`config.mk`:
```
export PLATFORM = sky130hd
export DESIGN_NAME = reg_file_wb
export DESIGN_NICKNAME = d
export VERILOG_FILES = /design/src/rtl/reg_file_wb.sv
export SDC_FILE = /design/constraint.sdc
export NUM_CORES = 2
export LEC_CHECK = 0
export CAP_MARGIN = 40
export CORE_ASPECT_RATIO = 1.1
export CORE_MARGIN = 5
export CORE_UTILIZATION = 36
export CTS_BUF_LIST = sky130_fd_sc_hd__clkbuf_4
export DETAILED_ROUTE_END_ITERATION = 12
export GPL_TIMING_DRIVEN = 0
export PLACE_DENSITY_LB_ADDON = 0.08
export SYNTH_ARGS = -nofsm -noshare
export SYNTH_HDL_FRONTEND = slang
export SYNTH_SLANG_ARGS = --single-unit
```
`constraint.sdc`:
```
create_clock -name clk -period 12.7 [get_ports clk]
set_clock_uncertainty 0.2 [all_clocks]
set_input_delay 1.27 -clock clk [delete_from_list [all_inputs] [get_ports clk]]
set_output_delay 1.27 -clock clk [all_outputs]
set_load 0.02 [all_outputs]
```
`src/rtl/reg_file_wb.sv`:
```
// -----------------------------------------------------------------------------
// reg_file_wb
//
// Architectural register file for the MIPS datapath with a pending-write
// scoreboard. Decode reads two operands combinationally and tags the
// destination of each issued instruction as busy. Write-back writes one
// register per cycle and clears its busy bit. A write-back is forwarded to the
// read ports in the same cycle, so decode never sees stale data.
//
// Ports
//   clk, rst_n           clock, asynchronous active-low reset
//   rs_addr / rs_data    read port A (combinational, write-back bypass)
//   rt_addr / rt_data    read port B (combinational, write-back bypass)
//   issue_valid/_dir     destination tagged busy at the next edge
//   wb_valid/_dir/_data  write-back port, always accepted
//   rs_busy / rt_busy    operand has an in-flight producer
//   pending_cnt          number of busy registers (registered)
//
// Optional build macro REGFILE_DBG_EN adds:
//   dbg_addr / dbg_data  third read port, raw array contents, no bypass
//   wr_count             saturating count of effective register writes
// -----------------------------------------------------------------------------
module reg_file_wb #(
  parameter int DATA_W   = 32,
  parameter int ADDR_W   = 5,
  parameter bit ZERO_REG = 1'b1
) (
  input  logic              clk,
  input  logic              rst_n,
  input  logic [ADDR_W-1:0] rs_addr,
  input  logic [ADDR_W-1:0] rt_addr,
  output logic [DATA_W-1:0] rs_data,
  output logic [DATA_W-1:0] rt_data,
  input  logic              issue_valid,
  input  logic [ADDR_W-1:0] issue_dir,
  input  logic              wb_valid,
  input  logic [ADDR_W-1:0] wb_dir,
  input  logic [DATA_W-1:0] wb_data,
  output logic              rs_busy,
  output logic              rt_busy,
  output logic [ADDR_W:0]   pending_cnt
`ifdef REGFILE_DBG_EN
  ,
  input  logic [ADDR_W-1:0] dbg_addr,
  output logic [DATA_W-1:0] dbg_data,
  output logic [15:0]       wr_count
`endif
);

  localparam int NREGS = 2 ** ADDR_W;

  logic [DATA_W-1:0] regs_q [NREGS];
  logic [DATA_W-1:0] regs_d [NREGS];
  logic [NREGS-1:0]  busy_q, busy_d;
  logic [ADDR_W:0]   pending_cnt_q, pending_cnt_d;

  logic wr_en;
  logic issue_en;

  // Register 0 absorbs writes and issues when it is hardwired to zero.
  assign wr_en    = wb_valid    && !(ZERO_REG && (wb_dir    == '0));
  assign issue_en = issue_valid && !(ZERO_REG && (issue_dir == '0));

  // ---------------------------------------------------------------------------
  // Next-state logic
  // ---------------------------------------------------------------------------
  // NOTE: every always_comb output gets a full default first, so no path
  // leaves a variable unassigned and no latch is inferred.
  always_comb begin
    regs_d = regs_q;
    if (wr_en) regs_d[wb_dir] = wb_data;
  end

  always_comb begin
    busy_d = busy_q;
    // Clear first, then set: a new producer issued in the same cycle as the
    // old one retires must stay pending.
    if (wb_valid) busy_d[wb_dir]    = 1'b0;
    if (issue_en) busy_d[issue_dir] = 1'b1;
  end

  // Count is derived from the next busy vector, so it can never drift from
  // the bits or underflow on a write-back to an idle register.
  always_comb begin
    pending_cnt_d = '0;
    for (int i = 0; i < NREGS; i++) begin
      pending_cnt_d = pending_cnt_d + (ADDR_W+1)'(busy_d[i]);
    end
  end

  // ---------------------------------------------------------------------------
  // State
  // ---------------------------------------------------------------------------
  // NOTE: sequential state uses non-blocking assignments only, so every flop
  // samples pre-edge values regardless of block ordering. The array is reset
  // too, because architectural state must read 0 after reset.
  always_ff @(posedge clk or negedge rst_n) begin
    if (!rst_n) begin
      regs_q        <= '{default: '0};
      busy_q        <= '0;
      pending_cnt_q <= '0;
    end else begin
      regs_q        <= regs_d;
      busy_q        <= busy_d;
      pending_cnt_q <= pending_cnt_d;
    end
  end

  // ---------------------------------------------------------------------------
  // Read ports: zero register, then same-cycle write-back, then array.
  // ---------------------------------------------------------------------------
  always_comb begin
    if (ZERO_REG && (rs_addr == '0))         rs_data = '0;
    else if (wb_valid && (wb_dir == rs_addr)) rs_data = wb_data;
    else                                      rs_data = regs_q[rs_addr];

    if (ZERO_REG && (rt_addr == '0))         rt_data = '0;
    else if (wb_valid && (wb_dir == rt_addr)) rt_data = wb_data;
    else                                      rt_data = regs_q[rt_addr];
  end

  // A producer writing back this cycle is already covered by the bypass.
  assign rs_busy     = busy_q[rs_addr] & ~(wb_valid && (wb_dir == rs_addr));
  assign rt_busy     = busy_q[rt_addr] & ~(wb_valid && (wb_dir == rt_addr));
  assign pending_cnt = pending_cnt_q;

`ifdef REGFILE_DBG_EN
  logic [15:0] wr_count_q, wr_count_d;

  always_comb begin
    wr_count_d = wr_count_q;
    if (wr_en && (wr_count_q != 16'hFFFF)) wr_count_d = wr_count_q + 16'd1;
  end

  always_ff @(posedge clk or negedge rst_n) begin
    if (!rst_n) wr_count_q <= '0;
    else        wr_count_q <= wr_count_d;
  end

  assign dbg_data = regs_q[dbg_addr];
  assign wr_count = wr_count_q;
`endif

endmodule

```
# Word-level counts from Yosys, hierarchy flattened
# Cells that the tools add are included.
[op_classes]
add_sub_neg = 31
order_cmp = 10
eq_ne = 2
mux = 23
bitwise = 10
n_reduce_logical = 13
[ops]
columns = ["cell", "n"]
rows = [
  ["$bwmux W1024", 1],
  ["$mux W32", 11],
  ["$bmux W32 S5", 2],
  ["$demux W32 S5", 1],
  ["$add A6 B1 Y6", 26],
  ["$and A32 B32 Y32", 1],
  ["$not A32 Y32", 1],
  ["$or A32 B32 Y32", 1],
  ["$lt A5 B6 Y1 const B", 4],
  ["$logic_not A5 Y1", 4],
  ["$ge A6 B6 Y1 const B", 3],
  ["$not A5 Y6", 3],
  ["$bmux W1 S5", 2],
  ["$demux W1 S5", 2],
  ["$eq A5 B5 Y1", 2],
  ["$ge A5 B1 Y1 const B", 2],
  ["$logic_and A1 B1 Y1", 7],
  ["$add A5 B1 Y6", 1],
  ["$lt A6 B1 Y1 const B", 1],
  ["$add A4 B1 Y5", 1],
  ["$add A3 B1 Y4", 1],
  ["$mux W1", 4],
  ["$add A2 B1 Y3", 1],
  ["$add A1 B1 Y2", 1],
  ["other kinds (3)", 6],
]
[word_totals]
register_bits = 1062
input_bits = 56
out_inout_bits = 72
elab_cells = 123

# Logic depth before layout (Yosys ltp)
[logic_depth]
word_depth = 40
mapped_depth = 21
mapped_depth_nobuf = 19

# Worst setup path after synthesis
# No wires, ideal clock.
[synth_timing]
path_kind = "input to register"
from = "input port wb_dir[4]"
to = "register pending_cnt_q[4], in the netlist pending_cnt[4]"
setup_ns = 0.080
arrival_time_ns = 6.603
required_ns = 12.420
slack_ns = 5.817
path_stages = 18
path_buffers = 2
path_cell_list = "buf_2 > nor3b_1 > nand2_1 > buf_1 > a22o_1 > fa_1 > inv_1 > fa_1 > fa_1 > inv_1 > fa_1 > fa_1 > fa_1 > ha_1 > fa_1 > a21o_1 > a21oi_1 > xnor2_1"
[synth_between]
elab_cells_between_ends = 41
cone_classes = "add/sub: 31; order compare: 2; mux: 4; bitwise: 3; reduce/logical: 1"
[synth_lines]
columns = ["item", "line", "rtl"]
rows = [
  ["from (decl)", "37", "input logic [ADDR_W-1:0] wb_dir,"],
  ["$lt A5 B6 Y1 (implied by the code) / $ge A5 B1 Y1 (equally long branches)", "78", "if (wb_valid) busy_d[wb_dir] = 1'b0;"],
  ["$logic_and A1 B1 Y1 (implied by the code)", "78", ""],
  ["$mux W1 (implied by the code)", "78", ""],
  ["$demux W1 S5 *", "78", ""],
  ["$not A32 Y32 (no line) *", "--", ""],
  ["$and A32 B32 Y32 (no line) *", "--", ""],
  ["$mux W32 *", "78", ""],
  ["$or A32 B32 Y32 (no line)", "--", ""],
  ["$mux W32 *", "79", "if (issue_en) busy_d[issue_dir] = 1'b1;"],
  ["net busy_d[7]", "54", "logic [NREGS-1:0] busy_q, busy_d;"],
  ["$add A6 B1 Y6 * (25 in a row)", "87", "pending_cnt_d = pending_cnt_d + (ADDR_W+1)'(busy_d[i]);"],
  ["net pending_cnt_d[4]", "55", "logic [ADDR_W:0] pending_cnt_q, pending_cnt_d;"],
  ["to (signal assigned)", "105", "pending_cnt_q <= pending_cnt_d;"],
  ["to (decl)", "55", ""],
]
# The timed path passes the listed nets; every way through them passes the cells marked *.
# A chain may end at the register's enable or synchronous reset.

# Final worst setup path
[layout_timing]
from = "input port rt_addr[1]"
to = "output port rt_data[6]"
[layout_between]
elab_chain_len = 6
elab_cells_between_ends = 9
cone_classes = "eq/ne: 1; mux: 5; bitwise: 1; reduce/logical: 2"
[layout_rtl]
columns = ["item", "line", "rtl"]
rows = [
  ["from (decl)", "31", "input logic [ADDR_W-1:0] rt_addr,"],
  ["$not A5 Y6 (implied by the code)", "119", "else rt_data = regs_q[rt_addr];"],
  ["$bmux W32 S5", "119", ""],
  ["$mux W32 (implied by the code) (2 in a row)", "119", ""],
  ["$mux W32", "118", "else if (wb_valid && (wb_dir == rt_addr)) rt_data = wb_data;"],
  ["$mux W32 *", "117", "if (ZERO_REG && (rt_addr == '0)) rt_data = '0;"],
  ["to (decl)", "33", "output logic [DATA_W-1:0] rt_data,"],
]
# Mark *: on every way between the ends. The rest lies on a longest branch, timed or not. The select of a mux whose other input is x is not followed.

==> key figures <==
Status
  – Outcome: finished, final reports clean

Clocking
  – Clock slew at reported path FFs: 50 ps
  – Clk_lat worst skew: between 1000 and 1500 ps
  – CTS HTree Levels: 5
  – CTS Sinks: 1,062
  – CTS tree: built
  – CTS Buf Count: 333
  – Clock Tree Buf Depth: 4
  – Post-CTS Resized: 0
  – Clock root buffer master: clkbuf_4

Worst setup path
  – Cells along the critical path: clkdlybuf4s50_1 -> buf_4 -> buf_2 -> buf_4 -> nand2_1 -> clkbuf_1 -> buf_8 -> o22ai_1 -> nor3_1 -> a211o_1 -> clkdlybuf4s50_1
  – Crit path largest cell delay: a little under 900 ps
  – CP Launch Type: input pin
  – WS Path Type: input pin to output pin
  – CP Capture Type: output pin
  – CP Max Fanout: 10
  – Required time of the critical path: 11,230 ps
  – Crit-path slowest cell: clkdlybuf4s50_1
  – Arrival time at the worst endpoint: 6520 ps

Drt
  – DRT iter0 DRCs: 4,703
  – TritonRoute pass-1 iters: 8
  – Detail Route Antenna Nets: 0
  – DRC: 0
  – DRT Wirelength: about 280,000 um
  – Drt wl/cell: 41.54 um
  – Vias/cell: 6.339
  – Total number of vias: 43.28k

Timing
  – Count of final setup violators: 0
  – Setup WS post-layout: approximately 4700 ps
  – Max-slew violations: 0
  – Slew margin rel.: 30.94%
  – Fin crit share: 62.89%
  – Setup TNS: 0 ps
  – RSZ-0062 raised after global routing: false
  – Worst slew pin tran: 1028 ps
  – Final count of hold timing violations: 0
  – Maximum clock rate: between 100 and 150 MHz
  – Final min period: 7987 ps

Synthesis
  – FF+latch count, synth: 1,062
  – Synth warn: 0
  – Distinct cells, synth: 60
  – Primary FF master, synth: dfrtp_1
  – Post-Syn Nets: 4,048
  – Syn_area_per_cell: 14.43 um^2
  – Seq/Total Area, Yosys: 46.50%
  – Post-synth EDFFs: 0
  – Synth Cell Area: 57,150 um^2
  – Post-synthesis async set-or-reset flop share: 100.0%
  – Cell count after synthesis: 3,961

Floorplanning
  – Die area: 166,800 um^2
  – Initial Util: 36.19%
  – Die width: 389.9 um
  – I/O Pins: between 100 and 150
  – Placement row count: 153
  – Core box area: 157,900 um^2
  – Die height: 427.9 um

Place
  – PortBufs: roughly 120
  – Pre-CTS WS: 4274 ps
  – Post-DP HPWL: 196,600 um
  – Final Wtd Congestion: approximately 0.92

Layout
  – P&R area growth vs syn: 16.56%
  – Final core occ: a little over two fifths
  – Layout filler cell count: 14.90k
  – Layout cell share with drive strength beyond 1: 47.69%
  – Nets: 4,625

Min path
  – Worst Hold Class: flip-flop to flip-flop

Global routing
  – GRT Util Overall: 33.50%
  – Grt total ovfl: 0
  – Pin count of the biggest net entering global routing: 159
  – Vias in the first global route: 43.80k
  – Initial antenna violation count: 14
  – First-pass GRT wire length: 380,600 um

Pwr
  – P_leak: 0.02902 uW
  – Total power: 11,160 uW
  – Peak supply drop: 0.3033 mV
  – Pwr/cell area: 167.6 nW/um^2

Flow run
  – Maxcap violations: 0
==> cells in the mapped netlist, types with 13 or more instances <==
cell | n | area share, %
fa_1 | 24 | 0.84
a221oi_1 | 33 | 0.51
mux2_2 | 998 | 20
nand2_1 | 91 | 0.60
mux4_2 | 454 | 18
nand3_1 | 13 | 0.11
inv_1 | 40 | 0.26
a21oi_1 | 43 | 0.38
clkbuf_1 | 218 | 1.4
nor2_1 | 114 | 0.75
o22ai_1 | 165 | 1.8
a22o_1 | 19 | 0.29
buf_1 | 48 | 0.32
a32o_1 | 33 | 0.58
o21ai_0 | 44 | 0.39
mux2i_1 | 151 | 2.6
a31oi_1 | 13 | 0.14
and2_1 | 14 | 0.15
buf_2 | 131 | 1.1
a22oi_1 | 35 | 0.46
dfrtp_1 | 1062 | 46
nor3_1 | 21 | 0.18
buf_4 | 21 | 0.28
==> power by group <==
| group | switching [uW] | internal [uW] |
|---|---|---|
| clock network | 1640 | 1690 |
| logic | 1570 | 1700 |
| registers | 489 | 4070 |
| total | 3700 | 7460 |
==> timing repair <==
item	4_1_cts	5_1_grt
hold buffers	1	0
endpoints found under the hold margin	110	0
buffers inserted	0	0
==> cell families (layout without fill, tap and decap cells) <==
family	count (synthesis)	count (layout)	synth area share [%]
compound gates	458	458	5.596
xor+xnor	13	13	0.1992
fa+ha+maj	31	31	0.9939
buf+inv	479	1246	3.912
flops	1062	1062	46.50
mux	1609	1609	40.32
other cells	0	7	0
simple gates	309	309	2.485
==> path summary, 6_finish.rpt <==
path                         startpoint        endpoint  slack [ps]  depth (start not counted)
min in group asynchronous         rst_n  pending_cnt[1]         320                          2
setup / recovery             rt_addr[1]      rt_data[6]        4710                         11
hold / removal             regs_q[1015]    regs_q[1015]         280                          1
max in group asynchronous         rst_n     regs_q[462]        8780                          6
hold reg to reg            regs_q[1015]    regs_q[1015]         280                          1
setup reg to reg              busy_q[0]  pending_cnt[4]        7440                         14
==> layout make-up <==
class,instances,area (um^2),share of cell area (%)
timing repair buffer,242,3027,4.543
sequential,1062,26580,39.89
inverter,40,150.1,0.2254
clock buffer,464,3483,5.229
clock inverter,61,281.5,0.4226
multi-input combinational,2420,28340,42.55
tap,2092,2618,3.929
antenna,7,17.52,0.02630
buffer,439,2122,3.185
==> layer usage <==
metal | global-route usage, % | up-vias | routed length (um)
met5 | 0 | - | 48
met2 | 49.87 | 2633 | 124800
met1 | 43.39 | 23230 | 112200
met3 | 9.472 | 820 | 25750
met4 | 20.48 | 8 | 20820
li1 | - | 16590 | -
==> flip-flops by register name (all words and copies together) (netlist names) <==
name,cells
busy_q,32
regs_q,1024
pending_cnt,6
==> cell usage in the layout, fill, tap and decap left out, types with 44 or more instances in the layout <==
master and instances:
mux4_2 454, o21ai_0 44, mux2i_1 151, buf_8 76
clkbuf_1 201, nor2_1 114, nand2_1 91, o22ai_1 165
clkdlybuf4s50_1 120, dfrtp_1 1062, buf_2 145, mux2_2 998
clkbuf_4 464, clkinv_1 57
==> critical path, delay by kind of cell <==
| kind | cells | cell delay [ps] |
|---|---|---|
| and+or+nand+nor | 2 | 780 |
| buffers and inverters | 7 | 3820 |
| AOI/OAI and AO/OA | 2 | 560 |
==> per-stage QoR <==
stage	area, um^2	instances	hold slack [ps]
after floorplan	57150	3961	241.3
after global placement	60980	6174	254.5
after detailed placement	62820	6294	266.1
after CTS	66600	6820	165.5
after global routing	66600	6822	257.7
final	66620	6827	278.8
Note: power is estimated with default switching activity, not from simulation.
